$ cat config.mk
export PLATFORM = sky130hd
export DESIGN_NAME = memory_writeback_stage
export DESIGN_NICKNAME = d
export VERILOG_FILES = /design/src/rtl/memory_writeback_stage.sv
export SDC_FILE = /design/constraint.sdc
export NUM_CORES = 2
export LEC_CHECK = 0
export ABC_AREA = 1
export BUFFER_PORTS_ARGS = -buffer_cell sky130_fd_sc_hd__buf_2
export CORE_UTILIZATION = 49
export DETAILED_ROUTE_END_ITERATION = 8
export GPL_TIMING_DRIVEN = 0
export PLACE_DENSITY = 0.66
export SYNTH_ARGS = -nofsm -noshare
export SYNTH_HDL_FRONTEND = slang
export SYNTH_SLANG_ARGS = --single-unit
$ cat constraint.sdc
create_clock -name clk -period 4.8 [get_ports clk]
set_input_delay 0.96 -clock clk [delete_from_list [all_inputs] [get_ports clk]]
set_output_delay 0.96 -clock clk [all_outputs]
set_load 0.005 [all_outputs]
$ cat src/rtl/memory_writeback_stage.sv
// Memory/write-back pipeline stage: word-addressed data memory with
// combinational read, fault detection on misaligned or out-of-range
// accesses, MEM/WB pipeline register, sticky error capture and a
// committed-store counter.
module memory_writeback_stage #(
   parameter int unsigned DEPTH_LOG2 = 6
) (
   input  logic        clk,
   input  logic        reset,
   input  logic        RegWM,
   input  logic        MemToRegM,
   input  logic        MemWriteM,
   input  logic [31:0] ALUOutM,
   input  logic [31:0] WriteDataM,
   input  logic [4:0]  WriteRegM,
   input  logic        ErrClr,
   output logic [31:0] ReadDataM,
   output logic        RegWW,
   output logic        MemToRegW,
   output logic [31:0] ReadDataW,
   output logic [31:0] ALUOutW,
   output logic [4:0]  WriteRegW,
   output logic [31:0] ResultW,
   output logic        ErrFlag,
   output logic [31:0] ErrAddr,
   output logic [15:0] StoreCount
);

   localparam int unsigned WORDS = 1 << DEPTH_LOG2;

   logic                  access;
   logic                  misaligned;
   logic                  out_of_range;
   logic                  fault;
   logic                  store_commit;
   logic [DEPTH_LOG2-1:0] word_idx;

   logic [31:0] mem_q [WORDS];
   logic [31:0] mem_d [WORDS];

   logic        reg_w_q,      reg_w_d;
   logic        mem_to_reg_q, mem_to_reg_d;
   logic [31:0] read_data_q,  read_data_d;
   logic [31:0] alu_out_q,    alu_out_d;
   logic [4:0]  write_reg_q,  write_reg_d;
   logic        err_flag_q,   err_flag_d;
   logic [31:0] err_addr_q,   err_addr_d;
   logic [15:0] store_cnt_q,  store_cnt_d;

   // Address decode and fault classification for the current access
   always_comb begin
      access       = MemWriteM | MemToRegM;
      misaligned   = |ALUOutM[1:0];
      out_of_range = |ALUOutM[31:DEPTH_LOG2+2];
      fault        = access & (misaligned | out_of_range);
      word_idx     = ALUOutM[DEPTH_LOG2+1:2];
      store_commit = MemWriteM & ~fault;
   end

   // Combinational read; a faulting access returns zero
   always_comb begin
      ReadDataM = fault ? '0 : mem_q[word_idx];
   end

   // Next memory contents: only a committed store modifies one word
   always_comb begin
      mem_d = mem_q;
      if (store_commit) begin
         mem_d[word_idx] = WriteDataM;
      end
   end

   // Memory array; reset clears every word asynchronously
   always_ff @(posedge clk or negedge reset) begin
      if (!reset) begin
         for (int unsigned i = 0; i < WORDS; i++) begin
            mem_q[i] <= '0;
         end
      end else begin
         mem_q <= mem_d;
      end
   end

   // Next-state for the MEM/WB register, sticky error and store counter
   always_comb begin
      reg_w_d      = RegWM & ~fault;
      mem_to_reg_d = MemToRegM;
      read_data_d  = ReadDataM;
      alu_out_d    = ALUOutM;
      write_reg_d  = WriteRegM;

      err_flag_d   = err_flag_q;
      err_addr_d   = err_addr_q;
      // A fault coinciding with ErrClr re-arms the capture with the new address
      if (fault && (ErrClr || !err_flag_q)) begin
         err_flag_d = 1'b1;
         err_addr_d = ALUOutM;
      end else if (ErrClr && !fault) begin
         err_flag_d = 1'b0;
         err_addr_d = '0;
      end

      store_cnt_d  = store_cnt_q;
      if (store_commit) begin
         store_cnt_d = store_cnt_q + 16'd1;
      end
   end

   // State registers with asynchronous active-low reset
   always_ff @(posedge clk or negedge reset) begin
      if (!reset) begin
         reg_w_q      <= 1'b0;
         mem_to_reg_q <= 1'b0;
         read_data_q  <= '0;
         alu_out_q    <= '0;
         write_reg_q  <= '0;
         err_flag_q   <= 1'b0;
         err_addr_q   <= '0;
         store_cnt_q  <= '0;
      end else begin
         reg_w_q      <= reg_w_d;
         mem_to_reg_q <= mem_to_reg_d;
         read_data_q  <= read_data_d;
         alu_out_q    <= alu_out_d;
         write_reg_q  <= write_reg_d;
         err_flag_q   <= err_flag_d;
         err_addr_q   <= err_addr_d;
         store_cnt_q  <= store_cnt_d;
      end
   end

   // Output mapping and write-back result select
   always_comb begin
      RegWW      = reg_w_q;
      MemToRegW  = mem_to_reg_q;
      ReadDataW  = read_data_q;
      ALUOutW    = alu_out_q;
      WriteRegW  = write_reg_q;
      ErrFlag    = err_flag_q;
      ErrAddr    = err_addr_q;
      StoreCount = store_cnt_q;
      ResultW    = mem_to_reg_q ? read_data_q : alu_out_q;
   end

endmodule
==> run metrics <==
status=finished with violations; failing checks=capacitance limit, slew limit, setup timing; syn_nets=14400; die area=0.211 mm2; PwrDens=352 mW/mm2; Die X=459 um; VDD IR-drop max=0.386 mV; fin crit share=106%; Period minus WS final=5.08 ns; largest net degree at the start of global routing=169; GRT Util Overall=43.2%; DIE HEIGHT=459 um; Slew Limit Fails=32; Post-Place Cells=17300; area of the multi-input gates=0.0438 mm2; wire per inst=25.9 um; clock-pin slew on the worst setup and hold paths=0.06 ns; Clock Skews=0.0352 ns; Syn-to-layout area delta=14.9%; Floorplan Core Area=0.207 mm2; Req. time, crit path=3.84 ns; drt first pass iters=8; vias in the first global route=92400; initial DRC count=14200; cts bufs inserted=231; register area share after synthesis=53.0%; CP endpoint kind=output port; syn avg cell area=7.17 um2; layout cells sized above 1=9.50%; Final ANT Viol Nets=0; logic gate share of total power=9.4%; DRC=0; RePlAce Congestion=1.10; maximum clock path buffer count=3; Post-synth ARST share=100%; leak pwr=0.0646 uW; power share of the clock group=46.1%; Placed Area=0.108 mm2; Cells after Synth=14300; Clock Latency Late Sink=0.92 ns; CTS tree=yes; cell area after synthesis=0.102 mm2; fin util=56.7%; final setup fails=31; switching power of the nets=11300 uW; IO Port Bufs=225; Initial Utilization=49.4%; Fillers=20200; nets=14900; register share of total power=44.5%; Num Clock Sinks=2168; unique cell type count in the Yosys netlist=27; initial antenna violation count=42; switching part of the total=27.2%; CTS H-tree depth=4; Internal=30100 uW; Max Cap Violations=3; kind of critical path=input port to output port; fmax=0.197 GHz; number of enable-type register cells in the synthesized netlist=0; Final HPWL DP=328000 um; slew of the pin with the lowest slew margin=1.76 ns; Vias/cell=5.65; Worst EP arrival=4.12 ns; hold crit path type=input port to flip-flop; clock root buffer=clkbuf_16; Max FO, Critical Path=10; final setup margin=-0.276 ns; RSZ-0062 raised after global routing=true; register area=0.0543 mm2; Pwr Total=41400 uW; row count=167; Seq cells post-synth=2168; relative slew slack=-17.5%; Ys Warns=0; IO Pins=259; total grt overflow=0; drt total wl=461000 um; global-route wire length before repair=651000 um; endpoints failing hold=0; Critical Path Start Type=input port; via count=101000; Layout Cells excl Fill=17800; Top FF cell, synth=dfrtp_1; Final Cell Area=0.118 mm2
layout make-up:
cell class,count,area share [%]
Clock buffer,342,5.81
Clock inverter,84,0.961
Tap cell,2788,2.97
Sequential cell,2168,46.1
Buffer,1024,4.24
Multi-Input combinational cell,10900,37.2
Inverter,198,0.643
Antenna cell,66,0.140
Timing Repair Buffer,280,1.86
through the flow:
step | setup TNS [ns] | hold WS, ns | worst slack (ns)
after CTS | -0.0616 | 0.136 | -0.0262
after global placement | - | 0.456 | -47.30
after floorplan | 0 | 0.444 | 1.46
final | -3.09 | 0.175 | -0.276
after global routing | -0.0591 | 0.161 | -0.0278
after detailed placement | -215.09 | 0.460 | -2.39
cell usage in the layout, fill, tap and decap left out, types with 41 or more instances in the layout:
cell type  synthesis  final
buf_2            340    524
buf_4              3     61
clkbuf_1         618    509
clkbuf_16          0    235
clkbuf_2           0    125
clkbuf_8           0     64
clkinv_2           0     45
dfrtp_1         2168   2168
diode_2            0     66
inv_1            183    183
nand2_1         8488   8446
nand2_2            0     41
nand3_1          600    598
nand4_1          102    102
nor2_1          1059    985
nor2_2            27     52
nor2_4             5     54
o21ai_0          472    460
cell usage after synthesis (27+ instances only):
cell      number  share of area (%)
buf_2        340                1.7
nor2_2        27               0.17
nor2_1      1059                3.9
a21oi_1       61               0.30
o21ai_0      472                2.3
inv_1        183               0.67
nand4_1      102               0.62
dfrtp_1     2168                 53
buf_1         65               0.24
clkbuf_1     618                2.3
nand3_1      600                2.9
nand2_1     8488                 31
mux2_2        32               0.35
timing repair:
| item | 4_1_cts | 5_1_grt |
|---|---|---|
| pin swaps | 33 | 20 |
| endpoints found under the setup margin | 52 | 31 |
| gates resized for setup | 463 | 141 |
| hold buffers | 1 | 0 |
| hold endpoints to repair | 1 | 0 |
| gates cloned | 0 | 0 |
| buffers inserted | 16 | 8 |
critical path, cell delays in order:
cell and delay (ns):
buf_2 0.28, inv_1 0.16, clkbuf_2 0.47, buf_2 0.49, nand2_1 0.15, nand2_1 0.05
nand2_1 0.09, nand2_1 0.14, nor2_1 0.32, nand2_1 0.35, nor2_4 0.41, buf_2 0.18
cell families after synthesis:
group	share of synthesized area, %
and+or+nand+nor	38.9
DFF	53.0
buffers and inverters	4.93
AOI/OAI and AO/OA	2.63
muxes	0.352
xor gates and xnor gates	0.120
adders and majority gates	0.0122
state kept, by name (all words and copies together), names as in the netlist:
signal,cells
MemToRegW,1
WriteRegW,5
mem_q,2048
ReadDataW,32
ErrFlag,1
ALUOutW,32
RegWW,1
StoreCount,16
ErrAddr,32
power groups by stage:
stage / registers (uW) / logic [uW] / clock network (uW)
after global placement: 18800 / 3460 / 0
final: 18400 / 3900 / 19100
after global routing: 18400 / 3990 / 19700
after floorplan: 18700 / 1380 / 0
after CTS: 18400 / 3690 / 19000
after detailed placement: 18700 / 3530 / 0
layer usage:
layer / global-route usage [%] / up-vias / share of wire [%]
met5: 1.08 / - / 0.036
met4: 29.9 / 14 / 7.7
met3: 16.7 / 1260 / 14
met2: 59.4 / 6351 / 41
met1: 55.6 / 48400 / 38
li1: - / 44600 / -
worst paths after layout:
| kind | from | to | slack (ns) | cells after the start |
|---|---|---|---|---|
| min in group asynchronous | reset | mem_q[1327]$_DFFE_PN0P_ | 0.44 | 2 |
| hold reg to reg | mem_q[49]$_DFFE_PN0P_ | mem_q[49]$_DFFE_PN0P_ | 0.47 | 2 |
| setup reg to reg | mem_q[926]$_DFFE_PN0P_ | ReadDataW[30]$_DFF_PN0_ | 2.34 | 9 |
| setup / recovery | ALUOutM[4] | ReadDataM[0] | -0.28 | 12 |
| max in group asynchronous | reset | mem_q[28]$_DFFE_PN0P_ | 0.62 | 7 |
| hold / removal | WriteRegM[0] | WriteRegW[0]$_DFF_PN0_ | 0.17 | 1 |
No activity file was read; power rests on OpenSTA's default activity.
